$ cat src/rtl/mlp_axil_slave_pkg.sv
// Shared register map, response codes and STATUS bit positions for the cyMlp AXI-Lite front-end.
`ifndef dataWidth
`define dataWidth 16
`endif

package mlp_axil_slave_pkg;

  localparam int unsigned RESULT_W = `dataWidth;

  typedef enum logic [2:0] {
    REG_CTRL     = 3'd0,
    REG_STATUS   = 3'd1,
    REG_RESULT   = 3'd2,
    REG_COUNT    = 3'd3,
    REG_UNMAP4   = 3'd4,
    REG_UNMAP5   = 3'd5,
    REG_UNMAP6   = 3'd6,
    REG_SOFT_RST = 3'd7
  } reg_word_e;

  localparam logic [1:0] RESP_OKAY   = 2'b00;
  localparam logic [1:0] RESP_SLVERR = 2'b10;

  localparam int unsigned STATUS_DONE    = 0;
  localparam int unsigned STATUS_BUSY    = 1;
  localparam int unsigned STATUS_OVERRUN = 2;

  function automatic reg_word_e word_of(input logic [2:0] word_addr);
    return reg_word_e'(word_addr);
  endfunction

  // Read-only registers accept writes silently; only the gap 0x10-0x18 errors.
  function automatic logic [1:0] wr_resp(input reg_word_e word);
    case (word)
      REG_UNMAP4, REG_UNMAP5, REG_UNMAP6: return RESP_SLVERR;
      default:                            return RESP_OKAY;
    endcase
  endfunction

endpackage

$ cat src/rtl/mlp_axil_wr_chan.sv
// AXI-Lite write channel: independent AW/W latching, single-cycle commit strobe and B response.
module mlp_axil_wr_chan
  import mlp_axil_slave_pkg::*;
#(
  parameter int unsigned ADDR_WIDTH = 5,
  parameter int unsigned DATA_WIDTH = 32
) (
  input  logic                    clk_i,
  input  logic                    rst_i,
  input  logic [ADDR_WIDTH-1:0]   awaddr_i,
  input  logic                    awvalid_i,
  output logic                    awready_o,
  input  logic [DATA_WIDTH-1:0]   wdata_i,
  input  logic [DATA_WIDTH/8-1:0] wstrb_i,
  input  logic                    wvalid_i,
  output logic                    wready_o,
  output logic [1:0]              bresp_o,
  output logic                    bvalid_o,
  input  logic                    bready_i,
  output logic                    wr_en_o,
  output logic [ADDR_WIDTH-1:0]   wr_addr_o,
  output logic [DATA_WIDTH-1:0]   wr_data_o,
  output logic [DATA_WIDTH/8-1:0] wr_strb_o
);

  logic                    aw_lat_q, aw_lat_d;
  logic                    w_lat_q, w_lat_d;
  logic                    bvalid_q, bvalid_d;
  logic [1:0]              bresp_q, bresp_d;
  logic [ADDR_WIDTH-1:0]   addr_q, addr_d;
  logic [DATA_WIDTH-1:0]   data_q, data_d;
  logic [DATA_WIDTH/8-1:0] strb_q, strb_d;

  always_comb begin
    awready_o = !aw_lat_q && !bvalid_q && !rst_i;
    wready_o  = !w_lat_q && !bvalid_q && !rst_i;
    wr_en_o   = aw_lat_q && w_lat_q;
    aw_lat_d  = aw_lat_q;
    w_lat_d   = w_lat_q;
    bvalid_d  = bvalid_q;
    bresp_d   = bresp_q;
    addr_d    = addr_q;
    data_d    = data_q;
    strb_d    = strb_q;
    if (awvalid_i && awready_o) begin
      aw_lat_d = 1'b1;
      addr_d   = awaddr_i;
    end
    if (wvalid_i && wready_o) begin
      w_lat_d = 1'b1;
      data_d  = wdata_i;
      strb_d  = wstrb_i;
    end
    if (wr_en_o) begin
      aw_lat_d = 1'b0;
      w_lat_d  = 1'b0;
      bvalid_d = 1'b1;
      bresp_d  = wr_resp(word_of(addr_q[4:2]));
    end else if (bvalid_q && bready_i) begin
      bvalid_d = 1'b0;
    end
  end

  always_ff @(posedge clk_i or posedge rst_i) begin
    if (rst_i) begin
      aw_lat_q <= 1'b0;
      w_lat_q  <= 1'b0;
      bvalid_q <= 1'b0;
      bresp_q  <= RESP_OKAY;
      addr_q   <= '0;
      data_q   <= '0;
      strb_q   <= '0;
    end else begin
      aw_lat_q <= aw_lat_d;
      w_lat_q  <= w_lat_d;
      bvalid_q <= bvalid_d;
      bresp_q  <= bresp_d;
      addr_q   <= addr_d;
      data_q   <= data_d;
      strb_q   <= strb_d;
    end
  end

  assign bvalid_o  = bvalid_q;
  assign bresp_o   = bresp_q;
  assign wr_addr_o = addr_q;
  assign wr_data_o = data_q;
  assign wr_strb_o = strb_q;

endmodule

$ cat src/rtl/mlp_axil_slave.sv
// cyMlp AXI-Lite register front-end: control/status/result registers, result capture,
// level interrupt and datapath soft-reset pulse generator.
module mlp_axil_slave
  import mlp_axil_slave_pkg::*;
#(
  parameter int unsigned ADDR_WIDTH      = 5,
  parameter int unsigned DATA_WIDTH      = 32,
  parameter int unsigned RESULT_WIDTH    = RESULT_W,
  parameter int unsigned SOFT_RST_CYCLES = 4
) (
  input  logic                    s_axi_aclk,
  input  logic                    s_axi_areset,
  input  logic [ADDR_WIDTH-1:0]   s_axi_awaddr,
  input  logic [2:0]              s_axi_awprot,
  input  logic                    s_axi_awvalid,
  output logic                    s_axi_awready,
  input  logic [DATA_WIDTH-1:0]   s_axi_wdata,
  input  logic [DATA_WIDTH/8-1:0] s_axi_wstrb,
  input  logic                    s_axi_wvalid,
  output logic                    s_axi_wready,
  output logic [1:0]              s_axi_bresp,
  output logic                    s_axi_bvalid,
  input  logic                    s_axi_bready,
  input  logic [ADDR_WIDTH-1:0]   s_axi_araddr,
  input  logic [2:0]              s_axi_arprot,
  input  logic                    s_axi_arvalid,
  output logic                    s_axi_arready,
  output logic [DATA_WIDTH-1:0]   s_axi_rdata,
  output logic [1:0]              s_axi_rresp,
  output logic                    s_axi_rvalid,
  input  logic                    s_axi_rready,
  input  logic [RESULT_WIDTH-1:0] result_in,
  input  logic                    result_valid,
  input  logic                    core_busy,
  output logic                    soft_reset,
  output logic                    intr
);

  localparam int unsigned CNT_W = $clog2(SOFT_RST_CYCLES + 1);

  logic                    wr_en;
  logic [ADDR_WIDTH-1:0]   wr_addr;
  logic [DATA_WIDTH-1:0]   wr_data;
  logic [DATA_WIDTH/8-1:0] wr_strb;

  mlp_axil_wr_chan #(
    .ADDR_WIDTH (ADDR_WIDTH),
    .DATA_WIDTH (DATA_WIDTH)
  ) u_wr_chan (
    .clk_i     (s_axi_aclk),
    .rst_i     (s_axi_areset),
    .awaddr_i  (s_axi_awaddr),
    .awvalid_i (s_axi_awvalid),
    .awready_o (s_axi_awready),
    .wdata_i   (s_axi_wdata),
    .wstrb_i   (s_axi_wstrb),
    .wvalid_i  (s_axi_wvalid),
    .wready_o  (s_axi_wready),
    .bresp_o   (s_axi_bresp),
    .bvalid_o  (s_axi_bvalid),
    .bready_i  (s_axi_bready),
    .wr_en_o   (wr_en),
    .wr_addr_o (wr_addr),
    .wr_data_o (wr_data),
    .wr_strb_o (wr_strb)
  );

  logic                    ctrl_en_q, ctrl_en_d;
  logic                    done_q, done_d;
  logic                    ovr_q, ovr_d;
  logic [RESULT_WIDTH-1:0] result_q, result_d;
  logic [DATA_WIDTH-1:0]   count_q, count_d;
  logic                    intr_q, intr_d;
  logic [CNT_W-1:0]        srst_cnt_q, srst_cnt_d;
  logic                    rvalid_q, rvalid_d;
  logic [DATA_WIDTH-1:0]   rdata_q, rdata_d;
  logic [1:0]              rresp_q, rresp_d;

  reg_word_e               wr_word, rd_word;
  logic                    ar_hs, srst_start, pulse_on, capture, rd_clear;
  logic [DATA_WIDTH-1:0]   rd_data;
  logic [1:0]              rd_resp;

  always_comb begin
    wr_word       = word_of(wr_addr[4:2]);
    rd_word       = word_of(s_axi_araddr[4:2]);
    s_axi_arready = !rvalid_q && !s_axi_areset;
    ar_hs         = s_axi_arvalid && s_axi_arready;
    srst_start    = wr_en && (wr_word == REG_SOFT_RST);
    pulse_on      = (srst_cnt_q != '0);
    capture       = result_valid && !pulse_on;
    rd_clear      = ar_hs && (rd_word == REG_RESULT);

    ctrl_en_d  = ctrl_en_q;
    done_d     = done_q;
    ovr_d      = ovr_q;
    result_d   = result_q;
    count_d    = count_q;
    srst_cnt_d = srst_cnt_q;
    intr_d     = done_q && ctrl_en_q;

    if (wr_en && (wr_word == REG_CTRL) && wr_strb[0]) ctrl_en_d = wr_data[0];

    // Soft reset outranks a same-cycle capture; a capture outranks a RESULT-read clear
    // but the read still wipes the overrun history.
    if (srst_start) begin
      srst_cnt_d = CNT_W'(SOFT_RST_CYCLES);
      done_d     = 1'b0;
      ovr_d      = 1'b0;
      result_d   = '0;
      count_d    = '0;
    end else begin
      if (pulse_on) srst_cnt_d = srst_cnt_q - 1'b1;
      if (capture) begin
        result_d = result_in;
        done_d   = 1'b1;
        count_d  = count_q + 1'b1;
        ovr_d    = (ovr_q || done_q) && !rd_clear;
      end else if (rd_clear) begin
        done_d = 1'b0;
        ovr_d  = 1'b0;
      end
    end

    rd_data = '0;
    rd_resp = RESP_OKAY;
    case (rd_word)
      REG_CTRL:   rd_data[0] = ctrl_en_q;
      REG_STATUS: begin
        rd_data[STATUS_DONE]    = done_q;
        rd_data[STATUS_BUSY]    = core_busy;
        rd_data[STATUS_OVERRUN] = ovr_q;
      end
      REG_RESULT:   rd_data = DATA_WIDTH'(result_q);
      REG_COUNT:    rd_data = count_q;
      REG_SOFT_RST: rd_data = '0;
      default:      rd_resp = RESP_SLVERR;
    endcase

    rvalid_d = rvalid_q;
    rdata_d  = rdata_q;
    rresp_d  = rresp_q;
    if (ar_hs) begin
      rvalid_d = 1'b1;
      rdata_d  = rd_data;
      rresp_d  = rd_resp;
    end else if (rvalid_q && s_axi_rready) begin
      rvalid_d = 1'b0;
    end
  end

  always_ff @(posedge s_axi_aclk or posedge s_axi_areset) begin
    if (s_axi_areset) begin
      ctrl_en_q  <= 1'b1;
      done_q     <= 1'b0;
      ovr_q      <= 1'b0;
      result_q   <= '0;
      count_q    <= '0;
      intr_q     <= 1'b0;
      srst_cnt_q <= '0;
      rvalid_q   <= 1'b0;
      rdata_q    <= '0;
      rresp_q    <= RESP_OKAY;
    end else begin
      ctrl_en_q  <= ctrl_en_d;
      done_q     <= done_d;
      ovr_q      <= ovr_d;
      result_q   <= result_d;
      count_q    <= count_d;
      intr_q     <= intr_d;
      srst_cnt_q <= srst_cnt_d;
      rvalid_q   <= rvalid_d;
      rdata_q    <= rdata_d;
      rresp_q    <= rresp_d;
    end
  end

  assign s_axi_rvalid = rvalid_q;
  assign s_axi_rdata  = rdata_q;
  assign s_axi_rresp  = rresp_q;
  assign soft_reset   = pulse_on;
  assign intr         = intr_q;

  logic unused_bits;
  assign unused_bits = ^{s_axi_awprot, s_axi_arprot, s_axi_araddr[1:0], wr_addr[1:0],
                         wr_data[DATA_WIDTH-1:1], wr_strb[DATA_WIDTH/8-1:1]};

endmodule

$ cat config.mk
export PLATFORM = sky130hd
export DESIGN_NAME = mlp_axil_slave
export DESIGN_NICKNAME = d
export VERILOG_FILES = /design/src/rtl/mlp_axil_slave_pkg.sv /design/src/rtl/mlp_axil_wr_chan.sv /design/src/rtl/mlp_axil_slave.sv
export SDC_FILE = /design/constraint.sdc
export NUM_CORES = 1
export LEC_CHECK = 0
export BUFFER_PORTS_ARGS = -buffer_cell sky130_fd_sc_hd__buf_2
export CAP_MARGIN = 0
export CORE_MARGIN = 1
export CORE_UTILIZATION = 30
export DETAILED_ROUTE_END_ITERATION = 6
export PLACE_DENSITY_LB_ADDON = 0.1
export SLEW_MARGIN = 10
export SYNTH_ARGS = -nofsm -noshare
export SYNTH_HDL_FRONTEND = slang
export SYNTH_SLANG_ARGS = --single-unit
$ cat constraint.sdc
create_clock -name s_axi_aclk -period 3.98 [get_ports s_axi_aclk]
set_clock_uncertainty 0.1 [all_clocks]
set_input_delay 0.398 -clock s_axi_aclk [delete_from_list [all_inputs] [get_ports s_axi_aclk]]
set_output_delay 0.398 -clock s_axi_aclk [all_outputs]
set_load 0.02 [all_outputs]
==> results_dict.tcl <==
set metrics [dict create \
    synthCells 427 \
    cts-root-buf "clkbuf_16" \
    cts_hold_buffers 0 \
    finalNetCount 572 \
    peakVddDrop_mv 0.2382 \
    n_fill_cell 1466 \
    core_sq_mm 0.01448 \
    async_flop_share_pct 100.0 \
    synth_area_leaders "dfrtp_1 55%, nand2_1 4.9%, a22o_1 4.3%" \
    ant_nets 0 \
    grt_overflow 0 \
    tightest_slew_ns 0.9146 \
    slew_viol_final 0 \
    max_clock_freq_mhz 390.2 \
    gp_congestion 0.7234 \
    cts_setup_buffers 0 \
    drc 0 \
    multiInputGateArea_sq_mm 0.001800 \
    wirelength_um 11160 \
    die-area_sq_mm 0.01532 \
    timing.final.crit_share_pct 64.39 \
    num_vias 3475 \
    grt_usage_pct 15.66 \
    grt_pass1_wl_um 17950 \
    final_cell_mix "97 x dfrtp_1, 73 x buf_2, 58 x nand2_1, 36 x a21oi_1, 25 x inv_1" \
    hold_violations 0 \
    p_leak_nw 2.522 \
    min_period_ns 2.563 \
    cts_tree "done" \
    ys.flop_type "dfrtp_1" \
    syn_avg_cell_area_sq_um 10.42 \
    syn2layout_area_growth_pct 18.87 \
    p_seq_share_pct 48.4 \
    start_util_pct 30.73 \
    p_comb_share_pct 21.8 \
    io_buffer_count 73 \
    grt_max_degree 47 \
    crit_path_max_fanout 14 \
    tns_ns 0 \
    synthDominantCellAreaShare_pct 54.56 \
    drt_pass1_iterations 7 \
    place_hpwl_um 7304 \
    yosysWarnings 0 \
    p_per_area_mw_per_mm2 559.5 \
    drive_gt1_share_pct 22.38 \
    die_w_um 123.8 \
    arrival_ns 2.74 \
    status "finished, final reports clean" \
    routed_via_density 5.110 \
    hold_path_class "input pin to async pin" \
    antenna_found_initial 0 \
    p_clk_share_pct 29.9 \
    crit_path_end_kind "flop" \
    ys_seq_area_share_pct 55.15 \
    internal-power_mw 2.026 \
    cts_resized 0 \
    synth_edf_count 0 \
    worstSkewPairLatency_ns 0.35 \
    numCtsBuffers 9 \
    setup_viol 0 \
    grt_pass1_vias 3344 \
    worstPathRequired_ns 4.16 \
    critPathLaunchType "flop" \
    switchingPower_mw 0.9326 \
    ys_types 44 \
    drt-initial-drc-count 198 \
    htreeDepth 3 \
    synth_largest_area_cell "dfrtp_1" \
    rsz0062_at_grt "no" \
    relSlewSlack_pct 39.03 \
    synth_seq_cells 98 \
    setup_slack_ns 1.417 \
    post-place-ws_ns 1.376 \
    synth_area_sq_mm 0.004449 \
    p_sw_share_pct 31.52 \
    register_area_sq_mm 0.002454 \
    ioPinCount 120 \
    antenna_cells 0 \
    wire_per_inst_um 16.41 \
    clkTransAtPathRegs_ns 0.07 \
    clock_sinks 98 \
    final_common_cell "dfrtp_1" \
    rows 44 \
    fp.dieH_um 123.8 \
    cts.path.max_buffers 2 \
    maxCapViolCount 0 \
    path_class "flop to flop" \
]
-- final timing paths --
| check | startpoint | end | cells after the start | slack, ns |
|---|---|---|---|---|
| worst max-delay path | srst_cnt_q[0] | count_q[31] | 6 | 1.42 |
| worst min-delay path | s_axi_areset | s_axi_rvalid | 2 | 0.02 |
| worst max register to register | srst_cnt_q[0] | count_q[31] | 6 | 1.42 |
| worst min register to register | s_axi_rresp[1] | s_axi_rresp[1] | 2 | 0.38 |
| max in group asynchronous | s_axi_areset | s_axi_rdata[10] | 3 | 2.90 |
| min in group s_axi_aclk | s_axi_bready | u_wr_chan.bvalid_o | 2 | 0.11 |
-- layout make-up --
type	count	share of cell area, %
Clock inverter	4	0.9700
Tap cell	184	4.353
Timing Repair Buffer	79	7.760
Multi-Input combinational cell	278	34.04
Sequential cell	98	46.39
Clock buffer	11	4.590
Inverter	26	1.893
-- through the flow --
stage,util [%],area (sq um),std cells,hold slack [ns],power [mW]
floorplan,-,4453,428,0.3561,1.883
global placement,34.50,4995,665,0.3608,2.081
detailed placement,34.50,4995,665,0.3741,2.105
CTS,36.53,5289,680,0.03345,3.007
global route,36.53,5289,680,0.06783,3.162
finish,36.53,5289,680,0.02083,2.959
-- power by group through the flow --
stage	clock (mW)	combinational (mW)	sequential, mW
detailed placement	0	0.654	1.45
global placement	0	0.639	1.44
finish	0.884	0.644	1.43
global route	0.958	0.738	1.47
floorplan	0	0.443	1.44
CTS	0.917	0.657	1.43
-- state kept, by name, summed over array words and instances, names as in the netlist --
| register | count |
|---|---|
| count_q | 32 |
| s_axi_rdata | 32 |
| result_q | 16 |
| srst_cnt_q | 3 |
| u_wr_chan.wr_addr_o | 3 |
| ctrl_en_q | 1 |
| done_q | 1 |
| intr | 1 |
| ovr_q | 1 |
| s_axi_rresp | 1 |
| s_axi_rvalid | 1 |
| u_wr_chan.aw_lat_q | 1 |
| u_wr_chan.bresp_o | 1 |
| u_wr_chan.bvalid_o | 1 |
| u_wr_chan.w_lat_q | 1 |
| u_wr_chan.wr_data_o | 1 |
| u_wr_chan.wr_strb_o | 1 |
-- per-layer routing --
metal / wire length (um) / track usage (%) / vias to the layer above
li1: - / - / 1673
met1: 5137 / 19.83 / 1731
met2: 5547 / 25.49 / 64
met3: 385 / 4.304 / 7
met4: 90 / 5.648 / 0
met5: 0 / 0 / -
-- logic make-up after synthesis --
group	synth area share, %
simple gates	18.59
flops	55.15
compound gates	14.45
buf+inv	4.808
mux	4.106
xor+xnor	1.969
fa+ha+maj	0.8437
other cells	0.08428
-- Yosys cell counts (2+ instances only) --
cell type  instances
a21oi_1           36
xnor2_1            7
mux2i_1            7
inv_1             26
clkbuf_1          18
a222oi_1          13
and4_1             4
nand2_1           58
nor3_1             6
nand4_1           11
a22o_1            22
nand2b_1           7
nand3_1           10
nor4_1             8
and3_1             3
and2_1             5
buf_4              2
xor2_1             3
nor2_1            14
or4_1             12
buf_1              2
dfrtp_1           97
or3_1              5
ha_1               3
o31ai_1           11
mux2_2             8
buf_2              3
o21ai_0           10
-- worst max-delay path, cell delays in order, from the launching register on --
cell     delay (ns)
dfrtp_1        0.39
inv_1          0.09
ha_1           0.19
or2b_4         0.35
or4_1          0.65
nor4_1         0.49
mux2i_1        0.23
No activity file was read; power rests on OpenSTA's default activity.
